===== config.mk =====
export PLATFORM = sky130hd
export DESIGN_NAME = hazard_unit
export DESIGN_NICKNAME = d
export VERILOG_FILES = /design/src/rtl/hazard_pkg.sv /design/src/rtl/hazard_match.sv /design/src/rtl/hazard_unit.sv
export SDC_FILE = /design/constraint.sdc
export NUM_CORES = 1
export LEC_CHECK = 0
export BUFFER_PORTS_ARGS = -buffer_cell sky130_fd_sc_hd__buf_4
export CORE_ASPECT_RATIO = 1.25
export CORE_UTILIZATION = 46
export CTS_CLUSTER_DIAMETER = 200
export DETAILED_ROUTE_END_ITERATION = 10
export PLACE_DENSITY = 0.74
export RECOVER_POWER = 50
export SKIP_CTS_REPAIR_TIMING = 1
export SLEW_MARGIN = 20
export SYNTH_ARGS = -nofsm -noshare
export SYNTH_HDL_FRONTEND = slang
export SYNTH_SLANG_ARGS = --single-unit

===== constraint.sdc =====
create_clock -name clk -period 2.1 [get_ports clk]
set_input_delay 0.105 -clock clk [delete_from_list [all_inputs] [get_ports clk]]
set_output_delay 0.105 -clock clk [all_outputs]
set_load 0.02 [all_outputs]

===== src/rtl/hazard_pkg.sv =====
// Shared types for the RV32I hazard controller: forwarding selects, FSM states
// and the decode encoding that marks a load.
package hazard_pkg;

  typedef enum logic [1:0] {
    FWD_RF  = 2'b00,
    FWD_WB  = 2'b01,
    FWD_MEM = 2'b10
  } fwd_sel_t;

  localparam logic [1:0] RESULT_SRC_LOAD = 2'b01;

  typedef enum logic {
    RUN      = 1'b0,
    MEM_WAIT = 1'b1
  } hz_state_t;

  // The younger producer (MEM) holds the newer value, so it wins over WB.
  function automatic fwd_sel_t fwd_pick(input logic mem_hit, input logic wb_hit);
    if (mem_hit) begin
      return FWD_MEM;
    end
    if (wb_hit) begin
      return FWD_WB;
    end
    return FWD_RF;
  endfunction

endpackage


===== src/rtl/hazard_match.sv =====
// Register-tag comparator: a producer matches a consumer source only if it
// writes the register file and its destination is not x0.
module hazard_match
  import hazard_pkg::*;
#(
  parameter int ADDR_WIDTH = 5
) (
  input  logic [ADDR_WIDTH-1:0] i_rd,
  input  logic                  i_reg_write,
  input  logic [ADDR_WIDTH-1:0] i_rs,
  output logic                  o_match
);

  assign o_match = i_reg_write && (i_rd != '0) && (i_rd == i_rs);

endmodule


===== src/rtl/hazard_unit.sv =====
// Hazard controller for the five-stage RV32I pipeline: forwarding selects,
// load-use/branch/memory-wait stall and flush. Operand forwarding is built only
// when HAZARD_FORWARD_EN is defined; otherwise RAW hazards stall instead.
module hazard_unit
  import hazard_pkg::*;
#(
  parameter int ADDR_WIDTH = 5
) (
  input  logic                  clk,
  input  logic                  rst,
  input  logic [ADDR_WIDTH-1:0] id_rs1,
  input  logic [ADDR_WIDTH-1:0] id_rs2,
  input  logic [ADDR_WIDTH-1:0] id_rd,
  input  logic                  id_reg_write,
  input  logic [1:0]            id_result_src,
  input  logic                  ex_pc_src,
  input  logic                  mem_access,
  input  logic                  mem_ready,
  output logic [1:0]            fwd_a_sel,
  output logic [1:0]            fwd_b_sel,
  output logic                  stall_f,
  output logic                  stall_d,
  output logic                  stall_e,
  output logic                  stall_m,
  output logic                  flush_d,
  output logic                  flush_e,
  output logic                  flush_w
);

  localparam int NOPS = 2;

  hz_state_t r_state;
  hz_state_t w_state_next;

  logic [ADDR_WIDTH-1:0] r_ex_rd;
  logic                  r_ex_reg_write;
  logic                  r_ex_is_load;
  logic [ADDR_WIDTH-1:0] r_mem_rd;
  logic                  r_mem_reg_write;

  logic [ADDR_WIDTH-1:0] w_id_rs [NOPS];
  logic [NOPS-1:0]       w_lu_hit;
  logic [NOPS-1:0]       w_raw_hit;
  logic                  w_hazard;
  logic                  w_mem_stall;
  logic                  w_id_is_load;

  assign w_id_rs[0]   = id_rs1;
  assign w_id_rs[1]   = id_rs2;
  assign w_id_is_load = (id_result_src == RESULT_SRC_LOAD);

  generate
    for (genvar gi = 0; gi < NOPS; gi++) begin : g_id_src
      hazard_match #(.ADDR_WIDTH(ADDR_WIDTH)) u_load_use (
        .i_rd        (r_ex_rd),
        .i_reg_write (r_ex_is_load),
        .i_rs        (w_id_rs[gi]),
        .o_match     (w_lu_hit[gi])
      );
`ifdef HAZARD_FORWARD_EN
      assign w_raw_hit[gi] = 1'b0;
`else
      // Without bypass paths any EX or MEM producer must reach WB first.
      logic w_ex_hit;
      logic w_mem_hit;
      hazard_match #(.ADDR_WIDTH(ADDR_WIDTH)) u_raw_ex (
        .i_rd        (r_ex_rd),
        .i_reg_write (r_ex_reg_write),
        .i_rs        (w_id_rs[gi]),
        .o_match     (w_ex_hit)
      );
      hazard_match #(.ADDR_WIDTH(ADDR_WIDTH)) u_raw_mem (
        .i_rd        (r_mem_rd),
        .i_reg_write (r_mem_reg_write),
        .i_rs        (w_id_rs[gi]),
        .o_match     (w_mem_hit)
      );
      assign w_raw_hit[gi] = w_ex_hit | w_mem_hit;
`endif
    end
  endgenerate

  assign w_hazard = (|w_lu_hit) | (|w_raw_hit);

  always_ff @(posedge clk) begin
    if (rst) begin
      r_state <= RUN;
    end else begin
      r_state <= w_state_next;
    end
  end

  // Priority: memory wait, then taken branch, then data hazard.
  always_comb begin
    w_state_next = r_state;
    w_mem_stall  = 1'b0;
    stall_f      = 1'b0;
    stall_d      = 1'b0;
    stall_e      = 1'b0;
    stall_m      = 1'b0;
    flush_d      = 1'b0;
    flush_e      = 1'b0;
    flush_w      = 1'b0;
    if (!rst) begin
      case (r_state)
        RUN: begin
          if (mem_access && !mem_ready) begin
            w_mem_stall  = 1'b1;
            w_state_next = MEM_WAIT;
          end
        end
        MEM_WAIT: begin
          if (mem_ready) begin
            w_state_next = RUN;
          end else begin
            w_mem_stall = 1'b1;
          end
        end
        default: w_state_next = RUN;
      endcase
      if (w_mem_stall) begin
        stall_f = 1'b1;
        stall_d = 1'b1;
        stall_e = 1'b1;
        stall_m = 1'b1;
        flush_w = 1'b1;
      end else if (ex_pc_src) begin
        flush_d = 1'b1;
        flush_e = 1'b1;
      end else if (w_hazard) begin
        stall_f = 1'b1;
        stall_d = 1'b1;
        flush_e = 1'b1;
      end
    end
  end

  // Shadow tags track the datapath registers: EX/MEM hold during a memory
  // wait while WB receives a bubble; flush_e turns EX into a bubble.
  always_ff @(posedge clk) begin
    if (rst) begin
      r_ex_rd         <= '0;
      r_ex_reg_write  <= 1'b0;
      r_ex_is_load    <= 1'b0;
      r_mem_rd        <= '0;
      r_mem_reg_write <= 1'b0;
    end else if (!w_mem_stall) begin
      r_mem_rd        <= r_ex_rd;
      r_mem_reg_write <= r_ex_reg_write;
      if (flush_e) begin
        r_ex_rd        <= '0;
        r_ex_reg_write <= 1'b0;
        r_ex_is_load   <= 1'b0;
      end else begin
        r_ex_rd        <= id_rd;
        r_ex_reg_write <= id_reg_write;
        r_ex_is_load   <= w_id_is_load;
      end
    end
  end

`ifdef HAZARD_FORWARD_EN
  logic [ADDR_WIDTH-1:0] r_ex_rs1;
  logic [ADDR_WIDTH-1:0] r_ex_rs2;
  logic [ADDR_WIDTH-1:0] r_wb_rd;
  logic                  r_wb_reg_write;
  logic [ADDR_WIDTH-1:0] w_ex_rs [NOPS];
  fwd_sel_t              w_fwd   [NOPS];

  assign w_ex_rs[0] = r_ex_rs1;
  assign w_ex_rs[1] = r_ex_rs2;

  always_ff @(posedge clk) begin
    if (rst) begin
      r_ex_rs1       <= '0;
      r_ex_rs2       <= '0;
      r_wb_rd        <= '0;
      r_wb_reg_write <= 1'b0;
    end else if (w_mem_stall) begin
      r_wb_rd        <= '0;
      r_wb_reg_write <= 1'b0;
    end else begin
      r_wb_rd        <= r_mem_rd;
      r_wb_reg_write <= r_mem_reg_write;
      r_ex_rs1       <= flush_e ? '0 : id_rs1;
      r_ex_rs2       <= flush_e ? '0 : id_rs2;
    end
  end

  generate
    for (genvar gi = 0; gi < NOPS; gi++) begin : g_fwd
      logic w_mem_hit;
      logic w_wb_hit;
      hazard_match #(.ADDR_WIDTH(ADDR_WIDTH)) u_fwd_mem (
        .i_rd        (r_mem_rd),
        .i_reg_write (r_mem_reg_write),
        .i_rs        (w_ex_rs[gi]),
        .o_match     (w_mem_hit)
      );
      hazard_match #(.ADDR_WIDTH(ADDR_WIDTH)) u_fwd_wb (
        .i_rd        (r_wb_rd),
        .i_reg_write (r_wb_reg_write),
        .i_rs        (w_ex_rs[gi]),
        .o_match     (w_wb_hit)
      );
      assign w_fwd[gi] = fwd_pick(w_mem_hit, w_wb_hit);
    end
  endgenerate

  assign fwd_a_sel = w_fwd[0];
  assign fwd_b_sel = w_fwd[1];
`else
  assign fwd_a_sel = FWD_RF;
  assign fwd_b_sel = FWD_RF;
`endif

endmodule

==> impl_results.md <==
* Cts bufs inserted at 3
* Met1 WL at 732 µm
* Period minus WS final at 1.98 ns
* Status: complete, no violations
* Pleak at around 0.51 nW
* CTS tree: built
* FF+latch area at 280 µm²
* Yosys top cell by area: dfxtp_1
* Hold_sp: mem_ready
* Slowest CP cell: or4_1
* Min-Delay Path Class: input pin to flip-flop
* Top sig layer: met4
* Routed Antenna Nets at 0
* Area Overhead vs Synth at 27.0%
* Share of the synthesized area in the top cell type at 0.334
* # rows at 16
* Syn Std Cell Area at 838 µm²
* Die height at 49.7 µm
* Met3 WL post-DR at 106 µm
* Clock skew at approximately 0.0066 ns
* Worst-margin pin slew at 0.704 ns
* Pins Over Slew Limit at 0
* Per-cell routed wire length at 11.9 µm
* Initial DRC Count at 6
* Seq cells post-synth at 14
* Global route overflow at 0
* Critical Path Start Type: flip-flop
* Final hold vios at 0
* Met2 routed WL at about 850 µm
* Synth cell count leaders: 20 x xor2_1, 14 x dfxtp_1, 9 x nor2_1
* Power density over the cells at about 570 mW/mm²
* Worst r2r src: r_ex_rd[0]$_SDFFE_PP0N_
* Vias per cell at 5.27
* Clock latency at the later pin of the worst-skew pair at approximately 0.27 ns
* Final TNS setup at 0 ns
* Final count of negative-setup-slack endpoints at 0
* Area of the multi-input gates at 508 µm²
* VDD IR max at about 370 µV
* Number of port buffers at 29
* Worst Path Buf+Inv at 1
* Syn avg cell area at between 8 and 9 µm²
* Starting Density at 0.511
* CP endpoint kind: primary output
* Crit path from: r_ex_rd[0]$_SDFFE_PP0N_
* Logic pwr share at 0.213
* Slowest Stage Delay on Critical Path at 0.55 ns
* Max cap viols at 0
* Register area share after synthesis at 0.334
* Sequential cell fraction of total power at 0.477
* First-pass GRT wire length at around 2800 µm
* Yosys warnings at 0
* Internal at 447 µW
* Crit Path Max Fanout at 9
* DRC Markers at 0
* Share of cells above drive strength 1 at 0.272
* Synth area leaders: dfxtp_1 33%, xor2_1 21%, buf_4 6.3%
* Slew Limit Headroom at 0.531
* Fillers at 151
* Area of the core at 0.00164 mm²
* Clock Sinks at 14
* Most instantiated library cell after synthesis: xor2_1
* Primary FF master, synth: dfxtp_1
* Achievable clock frequency at 506 MHz
* Die width at about 40 µm
* Initial antenna violation count at 0
* # nets final at 149
* First-pass iteration count of the detailed router at 4
* EDFF count, synth at 0
* Num ports at 34
* Critical Path RT at 2.00 ns
* N_diodes at 0
* Die area at 0.00200 mm²
* H-tree Lvls at 1
* Sw frac at 0.264
* Final worst-path cycle share at 0.941
* Reg clk slew, reported paths at roughly 0.090 ns
* Critical Path AT at around 1.9 ns
* Clock power frac at 0.310
* Fin cells at 143
* Vias in the first global route at 706
* FF-to-FF path depth at 4
* RSZ-0062 raised after global routing: false
* Detailed Route WL at about 1700 µm
* Count of cell types in the netlist at 20
* Post-synth ARST share at 0
* Mapped Cells at 96
* Levels on crit path at 5
* Crit Path Class: flip-flop to primary output
* Largest net degree at the start of global routing at 18
* CP Cell Sequence: or4_1, o22ai_2, o22ai_4, a21o_1, buf_4
* DR vias at about 750
* CP delay by family, top: simple AND/OR/NAND/NOR gates
* Dpl cells at ~140
* WHS Path Cells at 2
* HPWL Detailed at 1310 µm
* Net Sw Power at 160 µW
* Clk root buf: clkbuf_4
* Total GRT Usage at 0.200
* Routability cong. at 0.733
* Clk buf depth at 2
[cells by family after synthesis]
logic type | count (synthesis) | share of synthesized area
AOI/OAI and AO/OA | 20 | 0.178
xor gates and xnor gates | 20 | 0.209
buffers and inverters | 9 | 0.0821
DFF | 14 | 0.334
other | 1 | 0.00447
and+or+nand+nor | 32 | 0.193
[state kept, by name, summed over array words and instances (netlist names)]
signal,cells
r_ex_rd,5
r_ex_is_load,1
r_ex_reg_write,1
r_mem_rd,5
r_state,1
r_mem_reg_write,1
[worst register-to-register path: stages (launching register included)]
cell     delay [ns]
dfxtp_1        0.37
or4_1          0.55
o22ai_2        0.18
o22ai_4        0.14
o21ai_1        0.16
[stage by stage]
stage | total power [mW] | setup slack (ns) | area (µm²) | hold WS [ns] | util
3_5_place_dp | 0.427 | 0.419 | 1040 | 0.293 | 0.631
4_1_cts | 0.611 | 0.112 | 1070 | 0.00131 | 0.653
2_1_floorplan | 0.376 | 0.436 | 850 | 0.182 | -
3_3_place_gp | 0.425 | 0.442 | 1040 | 0.287 | 0.631
5_1_grt | 0.636 | 0.0377 | 1060 | 0.000236 | 0.649
6_report | 0.608 | 0.124 | 1060 | 0.00730 | 0.649
[metal layers]
layer / track usage / vias to the layer above
met1: 0.234 / 338
met4: 0.0833 / 0
li1: - / 382
met5: 0 / -
met2: 0.344 / 32
met3: 0.0270 / 2
[power groups by stage]
stage          Clock (mW)  Sequential (mW)  Combinational, mW
2_1_floorplan           0            0.292             0.0837
3_3_place_gp            0            0.296              0.129
3_5_place_dp            0            0.296              0.131
4_1_cts             0.189            0.290              0.132
5_1_grt             0.201            0.291              0.143
6_report            0.188            0.290              0.130
[cells in the final DEF, fill, tap and decap left out, drive strengths merged]
cell	n
nor2	9
a21o	1
o21a	1
clkbuf	8
a22oi	2
buf	27
nand3	1
conb	4
and2	1
nand2	7
o22ai	2
o21ai	8
nor3	6
or4	2
a22o	6
xor2	20
nand3b	6
dfxtp	14
[layout make-up]
type                            count  area share
Multi-Input combinational cell     76       0.477
Sequential cell                    14       0.263
Timing Repair Buffer               31       0.204
Clock buffer                        4      0.0341
Tap cell                           18      0.0212
[final timing paths]
| kind | end | slack [ns] |
|---|---|---|
| max | stall_f | 0.12 |
| min | r_state$_SDFF_PP0_ | 0.007 |
| max reg2reg | r_ex_rd[2]$_SDFFE_PP0N_ | 0.64 |
| min reg2reg | r_ex_is_load$_SDFFE_PP0N_ | 0.47 |
(Power assumes the default switching activity.)
